--- config.mk ---
export PLATFORM = sky130hd
export DESIGN_NAME = sseg_mux_bcd
export DESIGN_NICKNAME = d
export VERILOG_FILES = /design/src/rtl/sseg_mux_bcd.sv
export SDC_FILE = /design/constraint.sdc
export NUM_CORES = 1
export LEC_CHECK = 0
export ABC_AREA = 1
export CORE_ASPECT_RATIO = 0.7
export CORE_UTILIZATION = 55
export CTS_CLUSTER_SIZE = 10
export DETAILED_ROUTE_END_ITERATION = 8
export PLACE_DENSITY = 0.84
export SYNTH_ARGS = -nofsm -noshare
export SYNTH_HDL_FRONTEND = slang
export SYNTH_SLANG_ARGS = --single-unit
--- constraint.sdc ---
create_clock -name clk -period 1.96 [get_ports clk]
set_clock_uncertainty 0.15 [all_clocks]
set_input_delay 0.392 -clock clk [delete_from_list [all_inputs] [get_ports clk]]
set_output_delay 0.392 -clock clk [all_outputs]
set_load 0.03 [all_outputs]
--- src/rtl/sseg_mux_bcd.sv ---
// Binary-to-BCD (double dabble) converter feeding a scanned, active-low 7-segment display.
// Optional leading-zero blanking is enabled by defining SSEG_LEADING_ZERO_BLANK_EN.
module sseg_mux_bcd #(
  parameter int NDIGITS     = 4,
  parameter int BIN_W       = 14,
  parameter int REFRESH_DIV = 100000
) (
  input  logic               clk,
  input  logic               rst,
  input  logic [BIN_W-1:0]   bin,
  input  logic               load,
  output logic               busy,
  output logic               done,
  output logic               ovf,
  output logic [NDIGITS-1:0] an,
  output logic [6:0]         seg,
  output logic               dp
);

  localparam int BCD_W = 4 * NDIGITS;
  localparam int CNT_W = $clog2(BIN_W + 1);
  localparam int REF_W = $clog2(REFRESH_DIV);
  localparam int IDX_W = (NDIGITS > 1) ? $clog2(NDIGITS) : 1;

  function automatic logic [31:0] pow10(input int n);
    logic [31:0] r;
    r = 32'd1;
    for (int k = 0; k < n; k++) r = r * 32'd10;
    return r;
  endfunction

  localparam logic [31:0] MAX_VAL = pow10(NDIGITS) - 32'd1;

  function automatic logic [6:0] dec7(input logic [3:0] n);
    logic [6:0] s;
    case (n)
      4'd0:    s = 7'b1000000;
      4'd1:    s = 7'b1111001;
      4'd2:    s = 7'b0100100;
      4'd3:    s = 7'b0110000;
      4'd4:    s = 7'b0011001;
      4'd5:    s = 7'b0010010;
      4'd6:    s = 7'b0000010;
      4'd7:    s = 7'b1111000;
      4'd8:    s = 7'b0000000;
      4'd9:    s = 7'b0010000;
      default: s = 7'b1111111;
    endcase
    return s;
  endfunction

  typedef enum logic [1:0] {IDLE, SHIFT, UPDATE} state_t;

  state_t             state_q, state_d;
  logic [BIN_W-1:0]   sh_q;
  logic [BCD_W-1:0]   bcd_q;
  logic [CNT_W-1:0]   cnt_q;
  logic               ovf_pend_q;
  logic [BCD_W-1:0]   disp_q;
  logic               ovf_q;
  logic               done_q;
  logic [REF_W-1:0]   ref_q;
  logic [IDX_W-1:0]   idx_q;
  logic [NDIGITS-1:0] an_q;
  logic [6:0]         seg_q, seg_d;

  // Double-dabble step: correct every nibble >= 5, then shift {bcd, bin} left by one.
  logic [BCD_W-1:0] bcd_adj;
  logic [BCD_W-1:0] bcd_shl;
  logic [BIN_W-1:0] sh_shl;
  logic             shift_carry;

  for (genvar gi = 0; gi < NDIGITS; gi++) begin : g_adj
    assign bcd_adj[4*gi +: 4] = (bcd_q[4*gi +: 4] >= 4'd5) ? bcd_q[4*gi +: 4] + 4'd3
                                                            : bcd_q[4*gi +: 4];
  end

  assign {shift_carry, bcd_shl, sh_shl} = {bcd_adj, sh_q, 1'b0};

  always_ff @(posedge clk) begin
    if (rst) state_q <= IDLE;
    else     state_q <= state_d;
  end

  always_comb begin
    state_d = state_q;
    case (state_q)
      IDLE:    if (load) state_d = SHIFT;
      SHIFT:   if (cnt_q == CNT_W'(BIN_W - 1)) state_d = UPDATE;
      UPDATE:  state_d = IDLE;
      default: state_d = IDLE;
    endcase
  end

  always_comb begin
    busy = (state_q != IDLE);
  end

  always_ff @(posedge clk) begin
    if (rst) begin
      sh_q       <= '0;
      bcd_q      <= '0;
      cnt_q      <= '0;
      ovf_pend_q <= 1'b0;
      disp_q     <= '0;
      ovf_q      <= 1'b0;
      done_q     <= 1'b0;
    end else begin
      done_q <= 1'b0;
      case (state_q)
        IDLE: begin
          if (load) begin
            sh_q       <= bin;
            bcd_q      <= '0;
            cnt_q      <= '0;
            ovf_pend_q <= (32'(bin) > MAX_VAL);
          end
        end
        SHIFT: begin
          sh_q  <= sh_shl;
          bcd_q <= bcd_shl;
          cnt_q <= cnt_q + CNT_W'(1);
          if (shift_carry) ovf_pend_q <= 1'b1;
        end
        UPDATE: begin
          disp_q <= bcd_q;
          ovf_q  <= ovf_pend_q;
          done_q <= 1'b1;
        end
        default: ;
      endcase
    end
  end

  logic [3:0] nib;
  assign nib = disp_q[{idx_q, 2'b00} +: 4];

`ifdef SSEG_LEADING_ZERO_BLANK_EN
  // A digit is blank when it and every digit above it are zero; digit 0 is never blanked.
  logic [NDIGITS-1:0] blank;
  for (genvar gi = 0; gi < NDIGITS; gi++) begin : g_blank
    if (gi == 0) begin : g_lsd
      assign blank[gi] = 1'b0;
    end else begin : g_upper
      assign blank[gi] = (disp_q[BCD_W-1:4*gi] == '0);
    end
  end
`endif

  always_comb begin
    seg_d = dec7(nib);
`ifdef SSEG_LEADING_ZERO_BLANK_EN
    if (blank[idx_q]) seg_d = 7'b1111111;
`endif
    if (ovf_q) seg_d = 7'b0111111;
  end

  // Scanning runs free of the converter; an and seg share one register stage so they stay aligned.
  always_ff @(posedge clk) begin
    if (rst) begin
      ref_q <= '0;
      idx_q <= '0;
      an_q  <= '1;
      seg_q <= 7'b1111111;
    end else begin
      an_q  <= ~(NDIGITS'(1) << idx_q);
      seg_q <= seg_d;
      if (ref_q == REF_W'(REFRESH_DIV - 1)) begin
        ref_q <= '0;
        idx_q <= (idx_q == IDX_W'(NDIGITS - 1)) ? '0 : idx_q + IDX_W'(1);
      end else begin
        ref_q <= ref_q + REF_W'(1);
      end
    end
  end

  assign done = done_q;
  assign ovf  = ovf_q;
  assign an   = an_q;
  assign seg  = seg_q;
  assign dp   = 1'b1;

endmodule
==> out/metrics.cfg, run 1 <==
[cts]
htreeDepth = 3
cts_sinks = 85
cts_buffer_depth = 2
clock_latency_ns = 0.35
clkTransAtPathRegs_ns = 0.08
cts_tree = built
cts_root_buf = clkbuf_8
numCtsBuffers = 9

[job]
cap_violations = 0

[setup_path]
worstPathMaxFanout = 1
slowest_delay_ns = 0.66
crit_family = buffers and inverters
crit_chain = clkdlybuf4s50_1
path_buf_inv = 1
critPathRequiredTime_ns = 1.42
worst_setup_path_start_kind = flip-flop
ff2ff_setup_slack_ns = 0.20
crit_type = flip-flop to output port
cp.arrival_ns = 1.33
slowest_stage = clkdlybuf4s50_1
critPathCaptureType = output port

[placement]
numPlacedInstances = 673
io_buffers = 30
gp_congestion = 0.878
hpwl_microns = 6170

[global_route]
antenna_found_initial = 0
grt_pass1_vias = 3196
grt_pass1_wl_microns = 14300
grt_overflow = 0
grt_max_degree = 35
track_usage = 0.235

[die]
start_util = 0.588
die_h_microns = 74.1
rows = 25
ios = 32
die_area_sq_um = 7770
chipWidth_microns = 105
coreArea_sq_um = 6940

[worst_hold_path]
hp-class = flip-flop to flip-flop

[yosys]
yosysSeqAreaShare = 0.417
syn-instance-count = 552
synth_flop_cell = dfxtp_1
synthesis.nets = 589
async_reset_ff_frac = 0
syn_area_sq_um = 4080
synth_edf_count = 0
synth_warnings = 0
yosysUniqueCellTypes = 37
avgSynthCellArea_sq_um = 7.39
ys_seq_elements = 85

[final_layout]
syn_to_final_growth_pct = 16.7
drive_above_1_share = 0.104
fin_nets = 627
antenna_cells = 0
final_cells = 689

[timing]
period_share = 0.955
layout_min_cycle_time_ns = 1.87
hold_violations = 0
finalSetupViolations = 0
drv_slew = 0
timing.fmax_ghz = 0.534
grt_setup_unrepaired = no
setup_tns_ns = 0

[route]
dr.pass1.iters = 5
wirelength_microns = 8640
wl_per_cell_microns = 12.5
num_vias = 3665
drcViolationCount = 0
ant_nets = 0
vias_per_cell = 5.32
drt_iter0_drc = 214

[status]
status = complete, no violations

[power_and_ir_drop]
switching_power_w = 0.000781
p_per_area_nw_per_um2 = 763
seq_power_share = 0.494
combPwrFrac = 0.070
pwr-share-clk = 0.436
leakage_nw = 1.96
ir_drop_mv = 0.475
swShare = 0.215
p_int_w = 0.00285

## repair_timing
| action | 4_1_cts | 5_1_grt |
|---|---|---|
| setup endpoints to repair | 1 | 1 |
| hold buffers | 0 | 0 |
| gates resized for setup | 1 | 1 |
| buffers inserted | 0 | 0 |
| gates cloned | 0 | 0 |
## Yosys cell counts (2+ instances only)
| master | instances | area, sq um |
|---|---|---|
| a31oi_1 | 13 | 81.3 |
| xor2_1 | 6 | 52.6 |
| nand2_2 | 7 | 43.8 |
| o211ai_1 | 3 | 22.5 |
| nor2_2 | 11 | 68.8 |
| nand4_1 | 13 | 81.3 |
| clkbuf_1 | 6 | 22.5 |
| inv_1 | 50 | 188 |
| buf_2 | 7 | 35.0 |
| nand2_1 | 132 | 495 |
| buf_1 | 2 | 7.51 |
| o21ai_0 | 44 | 220 |
| a21oi_1 | 46 | 230 |
| nor3_1 | 8 | 40.0 |
| dfxtp_1 | 85 | 1700 |
| ha_1 | 20 | 250 |
| a21oi_2 | 3 | 26.3 |
| inv_2 | 4 | 15.0 |
| buf_4 | 3 | 22.5 |
| nand3_1 | 34 | 170 |
| nor2_1 | 39 | 146 |
## stage by stage
step           setup slack (ns)   util  hold slack, ns  area [sq um]  total power, W
3_5_place_dp              0.139  0.649           0.303          4510         0.00209
4_1_cts                  0.0176  0.686           0.327          4760         0.00365
5_1_grt                  0.0237  0.686           0.340          4760         0.00376
6_report                 0.0886  0.686           0.321          4760         0.00363
2_1_floorplan             0.357      -           0.277          4080         0.00199
3_3_place_gp              0.202  0.649           0.291          4510         0.00208
## state kept, by name, indices dropped and copies added, names as in the netlist, 2 cells and up
register	flops
cnt_q	4
idx_q	2
an	4
ref_q	17
seg	7
state_q	2
sh_q	14
disp_q	16
bcd_q	16
## cell type report
class	instances	area [sq um]
Timing Repair Buffer	47	429
Tap cell	94	118
Sequential cell	85	1700
Clock buffer	12	135
Multi-Input combinational cell	391	2050
Clock inverter	4	120
Fill cell	565	2180
Inverter	56	213
## metal layers
metal,vias up,global-route usage,wire length [microns]
met5,-,0,0
met4,0,0.0610,80
met3,14,0.0570,633
met2,131,0.394,3840
met1,1641,0.310,4090
li1,1879,-,-
## power groups by stage
| stage | Sequential, W | Combinational, W | Clock, W |
|---|---|---|---|
| 6_report | 0.00180 | 0.000254 | 0.00158 |
| 5_1_grt | 0.00180 | 0.000282 | 0.00167 |
| 4_1_cts | 0.00179 | 0.000255 | 0.00160 |
| 3_5_place_dp | 0.00183 | 0.000254 | 0 |
| 3_3_place_gp | 0.00183 | 0.000248 | 0 |
| 2_1_floorplan | 0.00184 | 0.000146 | 0 |
## logic make-up after synthesis
logic type	synth area share
AND/OR/NAND/NOR	0.270
AO/OA/AOI/OAI	0.154
adder cells (fa/ha/maj)	0.0613
flip-flops	0.417
XOR/XNOR	0.0150
other	0.000919
buffers and inverters	0.0813
## final timing paths
kind / startpoint / to / depth (start not counted)
max: done / done / 1
min reg2reg: sh_q[0] / sh_q[0] / 2
min: sh_q[0] / sh_q[0] / 2
max reg2reg: idx_q[0] / seg[0] / 10
## placed cells by master, fill, tap and decap left out, types with 3 or more instances in the layout
master and count:
buf_4 17, o211ai_1 3, o21ai_0 44, nand4_1 13, a21oi_2 3, nand2_1 132
clkbuf_8 9, dfxtp_1 85, ha_1 20, inv_2 4, bufinv_16 4, nor2_1 39
inv_1 50, nor2_2 11, clkbuf_1 3, a31oi_1 13, nand2_2 7, clkdlybuf4s50_1 28
nor3_1 8, xor2_1 6, a21oi_1 46, nand3_1 34
Note: power is estimated with default switching activity, not from simulation.
==> inputs of run 2 (changes only) <==
RECOVER_POWER = 25   (was default)
==> out/metrics.cfg, run 2 (same netlist as run 1, synthesis figures left out) <==
[power_and_ir_drop]
seq_power_share = 0.494  ; about the same
design_power_total_w = 0.00363  ; -0.10%
combPwrFrac = 0.069  ; about the same
p_int_w = 0.00285  ; about the same
swShare = 0.215  ; about the same
p_per_area_nw_per_um2 = 764  ; +0.13%
switching_power_w = 0.000780  ; -0.16%
leakage_nw = 1.96  ; -0.19%
ir_drop_mv = 0.473  ; -0.30%
pwr-share-clk = 0.436  ; about the same

[route]
drcViolationCount = 0  ; unchanged
ant_nets = 0  ; unchanged
vias_per_cell = 5.31  ; about the same
drt_iter0_drc = 227  ; +6.1%
wl_per_cell_microns = 12.6  ; +0.13%
num_vias = 3662  ; -0.082%
dr.pass1.iters = 5  ; unchanged
wirelength_microns = 8650  ; +0.13%

[die]
ios = 32  ; unchanged
start_util = 0.588  ; unchanged
rows = 25  ; unchanged
die_h_microns = 74.1  ; unchanged
chipWidth_microns = 105  ; unchanged
die_area_sq_um = 7770  ; unchanged
coreArea_sq_um = 6940  ; unchanged

[timing]
slew_headroom = 0.626
period_share = 0.955  ; about the same
finalSetupViolations = 0  ; unchanged
hold_violations = 0  ; unchanged
layout_min_cycle_time_ns = 1.87  ; +0.00123 ns
worst_slack_ns = 0.0874  ; -0.00123 ns
timing.fmax_ghz = 0.534  ; about the same
tightest_slew_ns = 0.560
grt_setup_unrepaired = no
setup_tns_ns = 0  ; unchanged
drv_slew = 0  ; unchanged

[setup_path]
worst_setup_path_start_kind = flip-flop
crit_chain = clkdlybuf4s50_1
critPathRequiredTime_ns = 1.42  ; about the same
cp.arrival_ns = 1.33  ; about the same
slowest_delay_ns = 0.66  ; about the same
crit_type = flip-flop to output port
crit_family = buffers and inverters
path_buf_inv = 1  ; unchanged
critPathCaptureType = output port
worstPathMaxFanout = 1  ; unchanged
slowest_stage = clkdlybuf4s50_1

[final_layout]
n_fill_cell = 567  ; +0.35%
fin_nets = 627  ; unchanged
drive_above_1_share = 0.0992  ; -0.00504
regMostFlops = ref_q
multi_input_area_sq_um = 2040  ; -0.12%
design_area_sq_um = 4750  ; -0.24%
reg_top3 = ref_q: 17 flops, bcd_q: 16 flops, disp_q: 16 flops
syn_to_final_growth_pct = 16.5
area.sequential_sq_um = 1700  ; unchanged
largest_reg_flops = 17  ; unchanged
antenna_cells = 0  ; unchanged
final_cell_mix = 133 x nand2_1, 85 x dfxtp_1, 51 x inv_1, 46 x a21oi_1, 44 x o21ai_0
layout.cells.most_common = nand2_1

[placement]
dp_slack_ns = 0.139  ; unchanged
post_dp_cell_area_sq_um = 4510  ; unchanged
io_buffers = 30  ; unchanged
hpwl_microns = 6170  ; unchanged
gp_congestion = 0.878  ; unchanged

[cts]
htreeDepth = 3  ; unchanged
cts_buffer_depth = 2  ; unchanged
clkTransAtPathRegs_ns = 0.08  ; about the same
numCtsBuffers = 9  ; unchanged
clock_latency_ns = 0.36  ; about the same
cts_sinks = 85  ; unchanged
cts_setup_buffers = 0  ; unchanged
cts_root_buf = clkbuf_8
cts_tree = built

[global_route]
grt_pass1_wl_microns = 14300  ; unchanged
grt_pass1_vias = 3196  ; unchanged
track_usage = 0.235  ; unchanged
antenna_found_initial = 0  ; unchanged
grt_overflow = 0  ; unchanged
grt_max_degree = 35  ; unchanged

[status]
status = complete, no violations

[worst_hold_path]
hp-class = flip-flop to flip-flop

[job]
cap_violations = 0  ; unchanged

## run 2: changes by cell type in the layout (fill, tap and decap cells not counted), sizes merged
cell	delta
clkbuf	+3
clkdlybuf4s50	-1
buf	-3
dlygate4sd3	+1
## run 2: stage by stage
stage	util	std cells	hold slack, ns
3_5_place_dp	0.649	673	0.303
3_3_place_gp	0.649	673	0.291
5_1_grt	0.684	689	0.340
4_1_cts	0.686	689	0.327
2_1_floorplan	-	552	0.277
6_report	0.684	689	0.322
## run 2: final timing paths
path | end | start | depth (start not counted) | slack, ns
worst max register to register | bcd_q[4] | state_q[1] | 8 | 0.19
worst max-delay path | done | done | 1 | 0.09
worst min-delay path | sh_q[0] | sh_q[0] | 2 | 0.32
worst min register to register | sh_q[0] | sh_q[0] | 2 | 0.32
## run 2: layout make-up
class                      instances  area share
multi-input combinational        391       0.430
sequential                        85       0.358
timing repair buffer              47      0.0885
inverter                          56      0.0448
clock buffer                      12      0.0284
clock inverter                     4      0.0253
tap                               94      0.0247
## run 2: repair_timing
item | CTS | global route
hold buffers | 0 | 0
setup endpoints to repair | 1 | 1
gates resized for setup | 1 | 1
## run 2: power groups by stage
stage	Sequential [W]	Clock, W	Combinational, W
2_1_floorplan	0.00184	0	0.000146
3_3_place_gp	0.00183	0	0.000248
3_5_place_dp	0.00183	0	0.000254
4_1_cts	0.00179	0.00160	0.000255
5_1_grt	0.00180	0.00167	0.000280
6_report	0.00179	0.00158	0.000252
## run 2: routing by layer
metal | share of wire | GRT usage | wire length [microns] | vias up
met5 | 0 | 0 | 0 | -
met4 | 0.0087 | 0.0610 | 75 | 0
met3 | 0.073 | 0.0570 | 633 | 9
met2 | 0.45 | 0.394 | 3860 | 122
met1 | 0.47 | 0.310 | 4080 | 1653
li1 | - | - | - | 1878
==> inputs of run 3 (changes only) <==
GPL_TIMING_DRIVEN = 0   (was default)
clock period = 1.8 ns   (was 1.96 ns; I/O delays follow)
==> out/metrics.cfg, run 3 (same netlist as run 1, synthesis figures left out) <==
[route]
dr.pass1.iters = 5  ; unchanged
drt_iter0_drc = 246  ; +8.4%
wl_met3_microns = 659  ; +4.1%
wirelength_microns = 9010  ; +4.2%
top_layer = met4
dr_wl_met2_microns = 3950  ; +2.4%
met1Wirelength_microns = 4270  ; +4.8%
drcViolationCount = 0  ; unchanged
num_vias = 3736  ; +2.0%
ant_nets = 0  ; unchanged
vias_per_cell = 5.38  ; +1.3%
wl_per_cell_microns = 13.0  ; +3.4%

[global_route]
antenna_found_initial = 0  ; unchanged
grt_overflow = 0  ; unchanged
track_usage = 0.249  ; +0.0139
grt_max_degree = 14  ; -60%
grt_pass1_wl_microns = 15000  ; +4.8%
grt_pass1_vias = 3358  ; +5.1%

[setup_path]
slowest_stage = clkdlybuf4s50_1
r2r_end = ref_q[10]
critPathRequiredTime_ns = 1.94  ; +0.52 ns
crit_chain = clkdlybuf4s50_1, inv_2, clkbuf_1, o21ai_0, a31oi_1
crit_family = buffers and inverters
crit_type = primary input to flip-flop
worstPathMaxFanout = 10  ; +9
cp.arrival_ns = 1.83  ; +0.50 ns
ff2ff_setup_slack_ns = 0.12  ; -0.07 ns
worst_setup_path_start_kind = primary input
path_buf_inv = 3  ; +2
slowest_delay_ns = 0.55  ; -0.11 ns
worstRegToRegCells = 9  ; +1
worst_r2r_startpoint = ref_q[0]
critPathCaptureType = flip-flop

[cts]
cts_buffer_depth = 2  ; unchanged
cts_hold_buf = 0  ; unchanged
cts_sinks = 85  ; unchanged
numCtsBuffers = 9  ; unchanged
cts_root_buf = clkbuf_8
cts_tree = built
clkTransAtPathRegs_ns = 0.08  ; about the same
clock_latency_ns = 0.37  ; about the same
htreeDepth = 3  ; unchanged

[die]
die_area_sq_um = 7770  ; unchanged
rows = 25  ; unchanged
start_util = 0.588  ; unchanged
coreArea_sq_um = 6940  ; unchanged
ios = 32  ; unchanged
chipWidth_microns = 105  ; unchanged
die_h_microns = 74.1  ; unchanged

[timing]
hold_slack_ns = 0.309  ; -0.0130 ns
grt_setup_unrepaired = no
hold_violations = 0  ; unchanged
drv_slew = 0  ; unchanged
finalSetupViolations = 0  ; unchanged
period_share = 0.944
tightest_slew_ns = 0.561  ; +0.000417 ns
worst_slack_ns = 0.101  ; +0.0140 ns
slew_headroom = 0.626  ; about the same
layout_min_cycle_time_ns = 1.70
timing.fmax_ghz = 0.589

[final_layout]
drive_above_1_share = 0.108  ; +0.00917
largest_reg_flops = 17  ; unchanged
fin_nets = 632  ; +0.80%
layout.cells.most_common = nand2_1
syn_to_final_growth_pct = 15.0
antenna_cells = 0  ; unchanged
design_area_sq_um = 4690  ; -1.3%
regMostFlops = ref_q
final_cell_mix = 130 x nand2_1, 83 x dfxtp_1, 50 x inv_1, 46 x a21oi_1, 44 x o21ai_0
reg_top3 = ref_q: 17 flops, bcd_q: 16 flops, disp_q: 16 flops

[placement]
io_buffers = 30  ; unchanged
gp_congestion = 0.890  ; +1.3%
hpwl_microns = 6550  ; +6.1%
post_dp_cell_area_sq_um = 4500  ; -0.19%
dp_slack_ns = -0.463  ; -0.602 ns

[worst_hold_path]
holdPathEnd = ref_q[0]
holdPathStages = 1  ; -1
hp-class = flip-flop to flip-flop
hold_start = ref_q[0]

[power_and_ir_drop]
p_per_area_nw_per_um2 = 760  ; -0.50%
ir_drop_mv = 0.617  ; +30%
leakage_nw = 1.92  ; -2.0%

[status]
status = complete, no violations

[job]
cap_violations = 0  ; unchanged

==> run 3: cell types whose count changed in the layout (fill, tap and decap cells not counted), moves of 2 or more <==
| cell | delta |
|---|---|
| dlygate4sd2_1 | +12 |
| clkdlybuf4s50_1 | -11 |
| buf_4 | -9 |
| buf_2 | +7 |
| clkbuf_1 | +4 |
| bufinv_16 | -3 |
| nand2_1 | -3 |
| nand2_2 | +3 |
| clkinv_2 | +2 |
| dfxtp_1 | -2 |
| dfxtp_2 | +2 |
==> run 3: per-stage QoR <==
stage | util | total power, W | TNS [ns] | instances
after global placement | 0.648 | 0.00227 | -7.03 | 676
after detailed placement | 0.648 | 0.00228 | -8.32 | 676
after global routing | 0.676 | 0.00371 | 0 | 694
after floorplan | - | 0.00217 | 0 | 552
after CTS | 0.674 | 0.00360 | 0 | 692
final | 0.676 | 0.00357 | 0 | 694
==> run 3: repair_timing <==
| action | 4_1_cts | 5_1_grt |
|---|---|---|
| endpoints found under the setup margin | 21 | 5 |
| resized for setup | 18 | 7 |
| pin swaps | 0 | 1 |
| buffers inserted | 0 | 2 |
| endpoints found under the hold margin | 0 | 0 |
==> run 3: where the power goes <==
part	switching (W)	total (W)	internal, W
Clock	0.000659	0.00133	0.000675
Combinational	0.000173	0.000279	0.000106
Sequential	0.0000257	0.00195	0.00193
Total	0.000857	0.00357	0.00271
==> run 3: layer usage <==
layer | global-route usage | vias up
li1 | - | 1896
met3 | 0.0710 | 12
met5 | 0 | -
met2 | 0.400 | 136
met1 | 0.321 | 1692
met4 | 0.102 | 0
==> run 3: cell type report <==
cell class | instances | area, sq um
Sequential cell | 85 | 1700
Fill cell | 605 | 2250
Buffer | 20 | 120
Inverter | 56 | 215
Tap cell | 94 | 118
Clock buffer | 12 | 145
Multi-Input combinational cell | 391 | 2050
Clock inverter | 4 | 47.5
Timing Repair Buffer | 32 | 294
==> run 3: worst max path at each step <==
stage                     to  slack (ns)  cells past startpoint       start
floorplan             seg[6]        0.20                     11    idx_q[0]
finish              sh_q[10]        0.10                      5         rst
CTS                     busy        0.03                      3  state_q[0]
detailed placement    seg[5]       -0.46                      6         rst
global route          seg[5]       0.004                      9    idx_q[0]
global placement      seg[0]       -0.43                      6         rst
==> run 3: worst reg2reg max path, stage by stage (launching register included) <==
cell	delay (ns)
dfxtp_1	0.37
ha_1	0.18
nand2_1	0.08
nor2_2	0.16
inv_1	0.12
nor2_4	0.14
nand2_4	0.09
nand2_8	0.10
buf_12	0.15
nor2_2	0.05
==> patch 1, RTL diff (config.mk and constraints of run 3) <==
The option `SSEG_LEADING_ZERO_BLANK_EN` is turned on by a define.
--- a/src/rtl/sseg_mux_bcd.sv
+++ b/src/rtl/sseg_mux_bcd.sv
@@ -1,5 +1,7 @@
 // Binary-to-BCD (double dabble) converter feeding a scanned, active-low 7-segment display.
 // Optional leading-zero blanking is enabled by defining SSEG_LEADING_ZERO_BLANK_EN.
+`define SSEG_LEADING_ZERO_BLANK_EN
+
 module sseg_mux_bcd #(
   parameter int NDIGITS     = 4,
   parameter int BIN_W       = 14,
Check against the original RTL: same outputs for any inputs over 10 cycles, from zero or initial values and one cycle with rst high; that may be too few to reach the edited logic, so the function may still have changed.
==> patch 1 against run 3 <==
Synthesized cell count increased by 4.3%. Highest routed layer unchanged. Final area grew 2.5%. Sequential share of layout area fell by 0.77 points. Wire length increased by 8.4%. Count of clock-buffer cells in the layout down 2. Global-route usage up 1.6 points. Synthesized area grew 0.64%. Worst setup slack lost 0.015 ns. Die area rose by 0.63%. Combinational power down 5%. Power rose by 4.3%. Fmax fell by 0.90%. Sequential cell count unchanged.
==> patch 1: results (changes against run 3) <==
Routing
  • Total wire length: 9770 um (+8.4%)
  • WL met1: 4540 um (+6.2%)
  • Metal2 WL: 4380 um (+11%)
  • Vias: 3903 (+4.5%)
  • Initial DRC count: 331 (+35%)
  • Met3 wire len: 691 um (+4.9%)
  • Uppermost routed layer: met4
  • DR pass1 iterations: 4 (-1)

Setup path
  • CP max stage cell: dfxtp_4
  • Slowest cell delay on critical path: 0.38 ns (-0.17 ns)
  • CP max FO: 5 (-5)
  • Family with the most delay on the worst path: simple AND/OR/NAND/NOR gates
  • Crit path DAT: 1.81 ns (-0.02 ns)

GRT
  • Vias in the first global route: 3525 (+5.0%)
  • GRT Overall Usage: 26.5% (+1.6 points)
  • First-pass GRT wire length: 16300 um (+8.4%)
  • Initial antenna violation count: 0 (unchanged)
  • Largest net degree at the start of global routing: 15 (+1)

Synth
  • Mapped Nets: 613 (+4.1%)
  • Top cells by count, synth: nand2_1, dfxtp_1, nor2_1
  • Area contributors post-synth: dfxtp_1, nand2_1, a21oi_1
  • Sequential element share of the synthesized area: 41.4% (-0.27 points)
  • Count of different cell masters after synthesis: 33 (-11%)
  • Most common flop cell mapped by yosys: dfxtp_1
  • Ys Warns: 0 (unchanged)
  • Fraction of registers with async set/reset: 0% (unchanged)

Clock tree
  • Total CTS buffers: 9 (unchanged)
  • Clock tree buffer depth: 2 (unchanged)
  • Worst skew pair latency: 0.36 ns
  • H-tree Lvls: 3 (unchanged)
  • CTS clk-pin slew, worst paths: 0.09 ns
  • Clock root buffer: clkbuf_8

Placed design
  • Dpl hpwl: 7000 um (+6.9%)
  • RePlAce Congestion: 0.907 (+1.9%)
  • IO buf count: 30 (unchanged)
  • Post-place setup slack: -0.252 ns (+0.211 ns)

Finish
  • # diodes: 0 (unchanged)
  • Layout cell share with drive strength beyond 1: 10.2% (-0.63 points)
  • Final #Nets: 659 (+4.3%)
  • Filler cells: 584 (-3.5%)
  • Regs by FF count: ref_q x17, bcd_q x16, disp_q x16

Timing
  • F_max: 583 MHz (-0.90%)
  • Worst Max-Slew Pin Slew: 0.597 ns (+0.0365 ns)

Hold path
  • Worst hold path class: reg2reg

Pwr
  • Maximum VDD drop: 0.561 mV (-9.1%)
  • Leak: 1.97 nW (+2.9%)

Run status
  • Status: finished clean
patch 1: cell count changes after synthesis, moves of 4 or more:
cell and delta:
a21oi_1 +4, nand2_1 +30, nand2_2 -4, nand4_1 -5
nor2_1 +20, nor2_2 -8, o21ai_0 -9
patch 1: path summary, 6_finish.rpt:
check	start	end	slack (ns)	cells past startpoint
worst max-delay path	idx_q[0]	seg[6]	0.09	12
worst min-delay path	cnt_q[3]	cnt_q[3]	0.31	1
worst max register to register	idx_q[0]	seg[6]	0.09	12
worst min register to register	cnt_q[3]	cnt_q[3]	0.31	1
patch 1: routing by layer:
metal / track usage (%) / up-vias
met5: 0 / -
met4: 11.1 / 0
met3: 5.26 / 16
li1: - / 1954
met2: 44.1 / 146
met1: 34.3 / 1787
patch 1: kinds of logic after synthesis:
kind of cell               share of synthesized area (%)
adders and majority gates                           6.09
muxes                                              0.548
AOI/OAI and AO/OA                                   13.3
other                                             0.0913
and+or+nand+nor                                     29.3
DFF                                                 41.4
xor gates and xnor gates                            1.28
buffers and inverters                               8.01
patch 1: layout make-up:
type	instances	area, um^2	area share (%)
Buffer	21	133	2.76
Clock buffer	10	138	2.86
Clock inverter	6	86.3	1.80
Inverter	55	210	4.37
Multi-Input combinational cell	415	2100	43.7
Sequential cell	85	1710	35.6
Tap cell	94	118	2.45
Timing Repair Buffer	35	314	6.53
patch 1: per-stage QoR:
stage	setup TNS (ns)	hold slack, ns	instance area (um^2)	cells	utilization [%]
after global placement	-6.97	0.296	4520	700	64.9
after floorplan	0	0.278	4110	576	-
final	0	0.314	4810	721	68.9
after detailed placement	-7.43	0.309	4520	700	64.9
after CTS	0	0.322	4750	717	68.0
after global routing	-0.130	0.347	4810	721	68.9
patch 1: power by group:
| group | internal, mW | leakage, nW | total, mW | switching [mW] |
|---|---|---|---|---|
| registers | 1.92 | 0.693 | 1.95 | 0.0261 |
| clock network | 0.817 | 0.112 | 1.51 | 0.692 |
| logic | 0.0990 | 1.17 | 0.265 | 0.166 |
| total | 2.83 | 1.97 | 3.72 | 0.884 |
patch 1: timing repair:
action | in CTS | in global routing
resized for setup | 17 | 17
gates cloned | 0 | 1
setup buffers | 1 | 3
endpoints found under the hold margin | 0 | 0
pin swaps | 0 | 2
endpoints found under the setup margin | 18 | 28
hold buffers | 0 | 0
==> patch 2, RTL diff (settings of run 3) <==
Made on the original files. Encoding of `state_t`: now one-hot (3 bits for 3 states).
--- a/src/rtl/sseg_mux_bcd.sv
+++ b/src/rtl/sseg_mux_bcd.sv
@@ -49,7 +49,7 @@
     return s;
   endfunction
 
-  typedef enum logic [1:0] {IDLE, SHIFT, UPDATE} state_t;
+  typedef enum logic [2:0] {IDLE = 3'b001, SHIFT = 3'b010, UPDATE = 3'b100} state_t;
 
   state_t             state_q, state_d;
   logic [BIN_W-1:0]   sh_q;
Behaviour: same outputs for any inputs over 10 cycles, from zero or initial values and one cycle with rst high; not proved beyond that.
==> patch 2 against run 3 <==
Final area up 2.1%. Worst hold slack worse by 0.13 ns. Clock power is 17% higher. Sequential cell count up 1. Synthesized area rose by 0.52%. Largest cell class unchanged. Worst setup slack got worse by 0.033 ns. Core utilization is 1.1 points higher. Wire length rose by 4.0%. Power up 6.9%. Highest routed layer unchanged. Register-to-register slack got worse by 0.03 ns.
==> patch 2: results (changes against run 3) <==
Placed design
  • RePlAce Congestion: 0.847 (-4.8%)
  • Dpl cells: 695 (+2.8%)
  • Dpl hpwl: 6640 um (+1.4%)
  • Post-place setup slack: -0.162 ns (+0.301 ns)

Finish
  • Filler cells: 585 (-3.3%)
  • Final #Nets: 653 (+3.3%)

Synth
  • Sequential element share of the synthesized area: 42.0% (+0.27 points)
  • Count of different cell masters after synthesis: 32 (-14%)
  • Top cells by count, synth: nand2_1, dfxtp_1, nor2_1
  • Post-Syn Instances: 572 (+3.6%)

Routing
  • Initial DRC count: 315 (+28%)
  • Vias: 3887 (+4.0%)
  • Wire per inst: 13.1 um (+0.91%)

GRT
  • Largest net degree at the start of global routing: 15 (+1)
  • Routing usage on met2: 44.4% (+4.5 points)
  • First-pass GRT wire length: 15600 um (+4.0%)
  • Vias in the first global route: 3469 (+3.3%)

Pwr
  • Pint: 2.92 mW (+7.8%)
  • Total combinational power: 293 uW (+5%)

Timing
  • Slew Limit Headroom: 64.1% (+1.5 points)
  • Tcrit/Tclk final: 96.2% (+1.8 points)

Setup path
  • Crit path DAT: 1.22 ns (-0.61 ns)
  • R2R cell count: 7 (-2)
  • Worst Setup SP: state_q[2]
  • Slowest cell delay on critical path: 0.37 ns (-0.18 ns)
  • CP endpoint: busy
  • CP max FO: 3 (-7)

Run status
  • Status: finished clean

Hold path
  • Hold path cells: 2 (+1)
  • Min-delay src: rst
patch 2: cell type report:
class,instances,area share (%)
clock buffers,11,3.16
well taps,94,2.46
plain buffers,20,2.48
repair buffers,33,6.45
flip-flops and latches,86,36.1
multi-input cells,409,43.2
clock inverters,5,1.70
inverters,57,4.47
patch 2: stage by stage:
step,util (%),hold slack [ns]
6_report,68.6,0.174
5_1_grt,68.6,0.169
4_1_cts,67.8,0.158
3_5_place_dp,64.6,0.304
3_3_place_gp,64.6,0.280
2_1_floorplan,-,0.267
patch 2: cells by family after synthesis:
family / synth area share [%]
AO/OA/AOI/OAI: 13.5
adder cells (fa/ha/maj): 6.10
AND/OR/NAND/NOR: 28.3
buffers and inverters: 8.05
other: 0.0914
XOR/XNOR: 1.92
flip-flops: 42.0
patch 2: repair_timing:
| item | CTS | global route |
|---|---|---|
| cloned | 0 | 1 |
| pin swaps | 0 | 3 |
| gates resized for setup | 16 | 14 |
| setup endpoints to repair | 14 | 19 |
| buffers inserted | 0 | 3 |
